[config.mk]
export PLATFORM = sky130hd
export DESIGN_NAME = addsub_nbits_flat
export DESIGN_NICKNAME = d
export VERILOG_FILES = /design/src/rtl/addsub_nbits_if.sv /design/src/rtl/addsub_nbits.sv /design/src/flat_wrapper.sv
export SDC_FILE = /design/constraint.sdc
export NUM_CORES = 1
export LEC_CHECK = 0
export ABC_AREA = 1
export CORE_ASPECT_RATIO = 0.9
export CORE_MARGIN = 4
export CORE_UTILIZATION = 61
export CTS_CLUSTER_SIZE = 30
export DETAILED_ROUTE_END_ITERATION = 8
export DONT_BUFFER_PORTS = 1
export GPL_TIMING_DRIVEN = 0
export PLACE_DENSITY = 0.88
export REMOVE_ABC_BUFFERS = 1
export SKIP_LAST_GASP = 1
export SYNTH_ARGS = -nofsm -noshare
export SYNTH_HDL_FRONTEND = slang
export SYNTH_SLANG_ARGS = --single-unit
[constraint.sdc]
create_clock -name clk -period 2.75 [get_ports clk]
set_input_delay 0.55 -clock clk [delete_from_list [all_inputs] [get_ports clk]]
set_output_delay 0.55 -clock clk [all_outputs]
set_load 0.05 [all_outputs]
[src/rtl/addsub_nbits_if.sv]
// ---------------------------------------------------------------------------
// addsub_nbits_if
// Request/result bundle for the multi-cycle signed adder/subtractor.
//
// Parameters:
//   W      operand width in bits
// Signals:
//   start  request strobe, sampled on the rising clock edge
//   op     0 = A+B, 1 = A-B (sampled with start)
//   a, b   W-bit two's-complement operands (sampled with start)
//   busy   computation in progress
//   done   level, high from completion until the next accepted start
//   sum    2W-bit sign-extended result
//   ovf    result does not fit in W signed bits
// Modports:
//   master  requester side (drives start/op/a/b)
//   slave   arithmetic unit side (drives busy/done/sum/ovf)
// ---------------------------------------------------------------------------
interface addsub_nbits_if #(
  parameter int W = 4
) ();
  logic             start;
  logic             op;
  logic [W-1:0]     a;
  logic [W-1:0]     b;
  logic             busy;
  logic             done;
  logic [2*W-1:0]   sum;
  logic             ovf;

  modport master (
    output start, op, a, b,
    input  busy, done, sum, ovf
  );

  modport slave (
    input  start, op, a, b,
    output busy, done, sum, ovf
  );
endinterface

[src/rtl/addsub_nbits.sv]
// ---------------------------------------------------------------------------
// addsub_nbits
// Multi-cycle signed adder/subtractor. On an accepted start the W-bit
// operands are sign-extended to OW = 2W bits (B is inverted for subtraction
// with the carry seeded to 1) and the result is produced CHUNK bits per
// cycle through a registered carry. After NCH = OW/CHUNK cycles the full
// result is published on sum and done rises.
//
// Parameters:
//   W       operand width (>= 2)
//   CHUNK   result bits per cycle, must divide 2W
// Ports:
//   clk     clock, rising edge
//   rst     asynchronous active-low reset
//   bus     addsub_nbits_if slave modport (start/op/a/b in,
//           busy/done/sum/ovf out)
// Build option:
//   ADDSUB_OVF_EN  when defined, ovf flags results outside the W-bit signed
//                  range; when undefined ovf is tied low.
// ---------------------------------------------------------------------------
module addsub_nbits #(
  parameter int W     = 4,
  parameter int CHUNK = 2
) (
  input  logic             clk,
  input  logic             rst,
  addsub_nbits_if.slave    bus
);

  localparam int OW  = 2 * W;
  localparam int NCH = OW / CHUNK;
  localparam int IW  = (NCH > 1) ? $clog2(NCH) : 1;

  typedef enum logic [1:0] {
    IDLE = 2'd0,
    CALC = 2'd1,
    DONE = 2'd2
  } state_t;

  state_t            state_q, state_d;
  logic [OW-1:0]     a_ext_q, a_ext_d;
  logic [OW-1:0]     b_ext_q, b_ext_d;
  logic              carry_q, carry_d;
  logic [IW-1:0]     idx_q, idx_d;
  logic [OW-1:0]     shadow_q, shadow_d;
  logic [OW-1:0]     sum_q, sum_d;
  logic              busy_q, busy_d;
  logic              done_q, done_d;

  logic              start_accept;
  logic              last_chunk;
  logic [CHUNK-1:0]  a_chunks [NCH];
  logic [CHUNK-1:0]  b_chunks [NCH];
  logic [CHUNK-1:0]  a_sel;
  logic [CHUNK-1:0]  b_sel;
  logic [CHUNK:0]    chunk_sum;
  logic [OW-1:0]     shadow_merge;

  // Accepted only outside CALC; a start during CALC is dropped.
  assign start_accept = bus.start && (state_q != CALC);
  assign last_chunk   = (state_q == CALC) && (idx_q == IW'(NCH - 1));

  // Slice the latched operands into chunk lanes so the current lane can be
  // picked with a plain array index.
  for (genvar gi = 0; gi < NCH; gi++) begin : g_lanes
    assign a_chunks[gi] = a_ext_q[gi*CHUNK +: CHUNK];
    assign b_chunks[gi] = b_ext_q[gi*CHUNK +: CHUNK];
  end

  assign a_sel     = a_chunks[idx_q];
  assign b_sel     = b_chunks[idx_q];
  assign chunk_sum = {1'b0, a_sel} + {1'b0, b_sel} + {{CHUNK{1'b0}}, carry_q};

  // Shadow register with the current chunk dropped into its lane. On the
  // last chunk this is the complete result, so it feeds sum directly.
  for (genvar gi = 0; gi < NCH; gi++) begin : g_merge
    assign shadow_merge[gi*CHUNK +: CHUNK] =
      (idx_q == IW'(gi)) ? chunk_sum[CHUNK-1:0] : shadow_q[gi*CHUNK +: CHUNK];
  end

  // State register and datapath registers.
  always_ff @(posedge clk or negedge rst) begin
    if (!rst) begin
      state_q  <= IDLE;
      a_ext_q  <= '0;
      b_ext_q  <= '0;
      carry_q  <= 1'b0;
      idx_q    <= '0;
      shadow_q <= '0;
      sum_q    <= '0;
      busy_q   <= 1'b0;
      done_q   <= 1'b0;
    end else begin
      state_q  <= state_d;
      a_ext_q  <= a_ext_d;
      b_ext_q  <= b_ext_d;
      carry_q  <= carry_d;
      idx_q    <= idx_d;
      shadow_q <= shadow_d;
      sum_q    <= sum_d;
      busy_q   <= busy_d;
      done_q   <= done_d;
    end
  end

  // Next-state and datapath update.
  always_comb begin
    state_d  = state_q;
    a_ext_d  = a_ext_q;
    b_ext_d  = b_ext_q;
    carry_d  = carry_q;
    idx_d    = idx_q;
    shadow_d = shadow_q;
    sum_d    = sum_q;
    busy_d   = busy_q;
    done_d   = done_q;

    unique case (state_q)
      IDLE, DONE: begin
        if (start_accept) begin
          a_ext_d  = {{W{bus.a[W-1]}}, bus.a};
          // Subtraction as A + ~B + 1: invert B here, seed the carry with op.
          b_ext_d  = bus.op ? ~{{W{bus.b[W-1]}}, bus.b}
                            :  {{W{bus.b[W-1]}}, bus.b};
          carry_d  = bus.op;
          idx_d    = '0;
          shadow_d = '0;
          sum_d    = '0;
          busy_d   = 1'b1;
          done_d   = 1'b0;
          state_d  = CALC;
        end
      end

      CALC: begin
        shadow_d = shadow_merge;
        // Carry out of the top chunk falls off here; it is never needed.
        carry_d  = chunk_sum[CHUNK];
        idx_d    = idx_q + IW'(1);
        if (last_chunk) begin
          sum_d   = shadow_merge;
          busy_d  = 1'b0;
          done_d  = 1'b1;
          idx_d   = '0;
          state_d = DONE;
        end
      end

      default: begin
        state_d = IDLE;
        busy_d  = 1'b0;
        done_d  = 1'b0;
      end
    endcase
  end

  assign bus.busy = busy_q;
  assign bus.done = done_q;
  assign bus.sum  = sum_q;

`ifdef ADDSUB_OVF_EN
  logic ovf_q, ovf_d;
  logic [OW-W:0] upper_bits;

  // The result fits in W signed bits exactly when bits OW-1 .. W-1 are all
  // copies of the sign bit.
  assign upper_bits = shadow_merge[OW-1:W-1];

  always_comb begin
    ovf_d = ovf_q;
    if (start_accept) begin
      ovf_d = 1'b0;
    end else if (last_chunk) begin
      ovf_d = !(&upper_bits) && (|upper_bits);
    end
  end

  always_ff @(posedge clk or negedge rst) begin
    if (!rst) begin
      ovf_q <= 1'b0;
    end else begin
      ovf_q <= ovf_d;
    end
  end

  assign bus.ovf = ovf_q;
`else
  assign bus.ovf = 1'b0;
`endif

endmodule

[src/flat_wrapper.sv]
// flat-port wrapper written by rule: the top's interface ports become plain ports
module addsub_nbits_flat 
#(
  parameter int W     = 4,
  parameter int CHUNK = 2
)
  (clk, rst, bus_start, bus_op, bus_a, bus_b, bus_busy, bus_done, bus_sum, bus_ovf);
  addsub_nbits_if #(.W(W)) bus_i ();
  input  logic clk;
  input  logic rst;
  input wire logic [$bits(bus_i.start)-1:0] bus_start;
  input wire logic [$bits(bus_i.op)-1:0] bus_op;
  input wire logic [$bits(bus_i.a)-1:0] bus_a;
  input wire logic [$bits(bus_i.b)-1:0] bus_b;
  output wire logic [$bits(bus_i.busy)-1:0] bus_busy;
  output wire logic [$bits(bus_i.done)-1:0] bus_done;
  output wire logic [$bits(bus_i.sum)-1:0] bus_sum;
  output wire logic [$bits(bus_i.ovf)-1:0] bus_ovf;
  assign bus_i.start = bus_start;
  assign bus_i.op = bus_op;
  assign bus_i.a = bus_a;
  assign bus_i.b = bus_b;
  assign bus_busy = bus_i.busy;
  assign bus_done = bus_i.done;
  assign bus_sum = bus_i.sum;
  assign bus_ovf = bus_i.ovf;
  addsub_nbits #(.W(W), .CHUNK(CHUNK)) u_core (.clk(clk), .rst(rst), .bus(bus_i));
endmodule
==> impl_metrics.prom <==
# TYPE chip_impl_metric gauge
chip_impl_metric{name="timing.final.max_slew_violations",unit=""} 0
chip_impl_info{name="synth_largest_area_cell",value="dfrtp_1"} 1
chip_impl_metric{name="cts-resized-gates",unit=""} 0
chip_impl_metric{name="row_count",unit=""} 16
chip_impl_info{name="worst_setup_path_start_kind",value="flip-flop"} 1
chip_impl_info{name="rsz0062_at_grt",value="no"} 1
chip_impl_metric{name="layout-drive-gt1-share",unit="%"} 5.29
chip_impl_metric{name="number_of_synthesized_register_bits",unit=""} 28
chip_impl_metric{name="final_hold_viol_count",unit=""} 0
chip_impl_metric{name="synth-compound-area-share",unit="%"} 6.07
chip_impl_metric{name="placed_cell_area",unit="mm^2"} 0.00139
chip_impl_metric{name="max_cap_violations",unit=""} 0
chip_impl_metric{name="post_route_drc_violation_count",unit=""} 0
chip_impl_metric{name="ys_seq_area_share",unit="%"} 50.7
chip_impl_metric{name="portBuffers",unit=""} 0
chip_impl_metric{name="worst_setup_hold_path_clk_slew",unit="ns"} 0.15
chip_impl_metric{name="synth_fa_ha_area_share",unit="%"} 6.52
chip_impl_info{name="synth_top_family_by_area",value="simple AND/OR/NAND/NOR gates"} 1
chip_impl_metric{name="gpl.final_weighted_congestion",unit=""} 0.806
chip_impl_metric{name="synth.area.mux_share",unit="%"} 0
chip_impl_metric{name="worst_skew_pair.late_latency",unit="ns"} 0.33
chip_impl_metric{name="slew_headroom",unit="%"} 61.8
chip_impl_info{name="tritoncts_clock_tree",value="yes"} 1
chip_impl_metric{name="synth.avg_cell_area",unit="um^2"} 8.17
chip_impl_metric{name="ys_warn_count",unit=""} 0
chip_impl_metric{name="cts_num_sinks",unit=""} 28
chip_impl_metric{name="detail_route.first_pass.iterations",unit=""} 4
chip_impl_metric{name="setup_violations",unit=""} 0
chip_impl_metric{name="via_per_inst",unit=""} 5.41
chip_impl_metric{name="layout_min_cycle_time",unit="ns"} 2.30
chip_impl_metric{name="yosys.area_share.xor_xnor",unit="%"} 2.54
chip_impl_metric{name="period_share",unit="%"} 83.7
chip_impl_info{name="synth_top_cells_by_area",value="dfrtp_1 (51%), nand2_1 (16%), nand3_1 (6.5%)"} 1
chip_impl_metric{name="design.core.area",unit="mm^2"} 0.00216
chip_impl_metric{name="final.setup_skew",unit="ns"} 0.00616
chip_impl_info{name="timing_worst_setup_path_type",value="flip-flop to flip-flop"} 1
chip_impl_metric{name="pre_cts_slack",unit="ns"} 0.492
chip_impl_info{name="root_buffer",value="clkbuf_4"} 1
chip_impl_metric{name="place_hpwl",unit="um"} 1960
chip_impl_metric{name="cts_buffers",unit=""} 3
chip_impl_metric{name="cts.path.max_buffers",unit=""} 2
chip_impl_metric{name="max_slew.worst_pin.slew",unit="ns"} 0.573
chip_impl_info{name="worst_path_most_repeated_cell",value="inv_1"} 1
chip_impl_metric{name="nNetsFinal",unit=""} 189
chip_impl_metric{name="die_width",unit="um"} 58.2
chip_impl_metric{name="dr_total_vias",unit=""} 1066
chip_impl_metric{name="worstPathMaxFanout",unit=""} 8
chip_impl_metric{name="postSynthCellCount",unit=""} 169
chip_impl_metric{name="yosysUniqueCellTypes",unit=""} 20
chip_impl_metric{name="all_layer_gr_usage",unit="%"} 20.4
chip_impl_metric{name="grt_pass1_wl",unit="um"} 4700
chip_impl_metric{name="total_detailed_routing_wirelength",unit="um"} 2720
chip_impl_metric{name="height_of_the_die",unit="um"} 53.1
chip_impl_metric{name="fraction_of_synthesized_cell_area_taken_by_the_top_area_cell_type",unit="%"} 50.7
chip_impl_metric{name="global_route_overflow",unit=""} 0
chip_impl_metric{name="critical_path_required",unit="ns"} 3.03
chip_impl_metric{name="first_global_vias",unit=""} 1066
chip_impl_metric{name="area_growth_syn_to_layout",unit="%"} 5.34
chip_impl_metric{name="cp_data_arrival_time",unit="ns"} 2.59
chip_impl_metric{name="yosys.area_share.simple",unit="%"} 28.2
chip_impl_info{name="sort_of_element_at_the_end_of_the_critical_path",value="flip-flop"} 1
chip_impl_info{name="timing.critical_path.slowest_stage_cell",value="dfrtp_1"} 1
chip_impl_metric{name="htree_num_levels",unit=""} 1
chip_impl_metric{name="ant_diodes",unit=""} 0
chip_impl_metric{name="post_synth_instance_area",unit="mm^2"} 0.00138
chip_impl_metric{name="grt_start_max_net_pins",unit=""} 29
chip_impl_metric{name="worst_slack",unit="ns"} 0.447
chip_impl_metric{name="drt-initial-drc-count",unit=""} 47
chip_impl_metric{name="max_clock_freq",unit="GHz"} 0.434
chip_impl_metric{name="ant_nets",unit=""} 0
chip_impl_metric{name="design.die.area",unit="mm^2"} 0.00309
chip_impl_metric{name="io-pin-count",unit=""} 23
chip_impl_info{name="crit_chain",value="inv_1 > nor2_1 > o22ai_1 > fa_1 > inv_1 > fa_1 > nand2_1 > inv_1 > nor2_1 > nand3_1 > nand2_1"} 1
chip_impl_info{name="holdCritPathClass",value="primary input to flip-flop"} 1
chip_impl_info{name="run_status",value="completed"} 1
chip_impl_metric{name="grt_antenna_before_repair",unit=""} 0
chip_impl_metric{name="average_wire_per_standard_cell",unit="um"} 13.8
chip_impl_metric{name="worst_path_largest_cell_delay",unit="ns"} 0.51
chip_impl_metric{name="initial_core_utilization",unit="%"} 63.9
chip_impl_metric{name="fin_area",unit="mm^2"} 0.00146
chip_impl_metric{name="final.setup.tns",unit="ns"} 0
[metal layers]
layer / global-route usage, % / part of all wire [%] / up-vias
li1: - / - / 534
met1: 24.0 / 45 / 495
met2: 37.4 / 49 / 34
met3: 2.68 / 4.6 / 3
met4: 8.11 / 1.1 / 0
met5: 0 / 0 / -
[final timing paths]
check,slack [ns],to,from,depth (start not counted)
min in group asynchronous,0.62,u_core.bus.sum[7],rst,2
worst max register to register,0.45,u_core.bus.sum[1],u_core.idx_q[0],11
max in group asynchronous,1.97,u_core.b_ext_q[6],rst,2
worst max-delay path,0.45,u_core.bus.sum[1],u_core.idx_q[0],11
worst min-delay path,0.30,u_core.bus.done,bus_start,1
worst min register to register,0.49,u_core.shadow_q[0],u_core.shadow_q[0],2
[through the flow]
stage | hold WS [ns] | util [%] | instances
after floorplan | 0.254 | - | 164
after CTS | 0.0116 | 66.8 | 196
after global routing | 0.285 | 67.3 | 197
after detailed placement | 0.255 | 64.2 | 191
after global placement | 0.255 | 64.2 | 191
final | 0.297 | 67.3 | 197
[logic make-up after synthesis]
| family | Yosys count |
|---|---|
| AOI/OAI and AO/OA | 16 |
| xor gates and xnor gates | 4 |
| adders and majority gates | 6 |
| buffers and inverters | 19 |
| DFF | 28 |
| other | 1 |
| and+or+nand+nor | 95 |
[what timing repair did]
action | CTS | global route
hold endpoints to repair | 28 | 13
setup buffers | 0 | 0
hold buffers | 1 | 1
[flip-flops by register name, indices dropped and copies added, names as in the netlist]
signal           flops
u_core.bus.busy      1
u_core.shadow_q      6
u_core.a_ext_q       4
u_core.carry_q       1
u_core.bus.sum       8
u_core.b_ext_q       4
u_core.bus.done      1
u_core.idx_q         2
u_core.state_q       1
[cell type report]
cell class / count / area (um^2)
fillers: 167 / 707
flip-flops and latches: 28 / 701
multi-input cells: 122 / 602
inverters: 14 / 52.6
clock buffers: 4 / 36.3
well taps: 27 / 33.8
repair buffers: 2 / 30.0
[cells in the final DEF, fill, tap and decap left out, drive strengths merged]
cell type / n
xnor2: 4
nor2: 18
nand3: 18
a21oi: 4
o21ai: 10
o22ai: 1
ha: 4
nand2: 59
dfrtp: 28
inv: 14
dlygate4sd3: 1
fa: 2
buf: 1
o31ai: 1
conb: 1
clkbuf: 4
[synthesized netlist by cell type]
| cell type | n |
|---|---|
| nand2_1 | 58 |
| dfrtp_1 | 28 |
| nand3_1 | 18 |
| nor2_1 | 17 |
| inv_1 | 12 |
| o21ai_0 | 7 |
| a21oi_1 | 4 |
| ha_1 | 4 |
| xnor2_1 | 4 |
| buf_2 | 3 |
| o21ai_1 | 3 |
| fa_1 | 2 |
| inv_2 | 2 |
| buf_1 | 1 |
| buf_4 | 1 |
| conb_1 | 1 |
| nand2_2 | 1 |
| nor2_4 | 1 |
| o22ai_1 | 1 |
| o31ai_1 | 1 |
[critical path: cells and delay by family, from the launching register on]
family	cells	cell delay (ns)
fa+ha+maj	2	0.86
simple gates	5	0.49
buf+inv	3	0.27
flops	1	0.51
compound gates	1	0.11
Power is left out: the tool's default activity adds up to more than one toggle a clock period on the data nets, which glitch-free logic cannot reach.
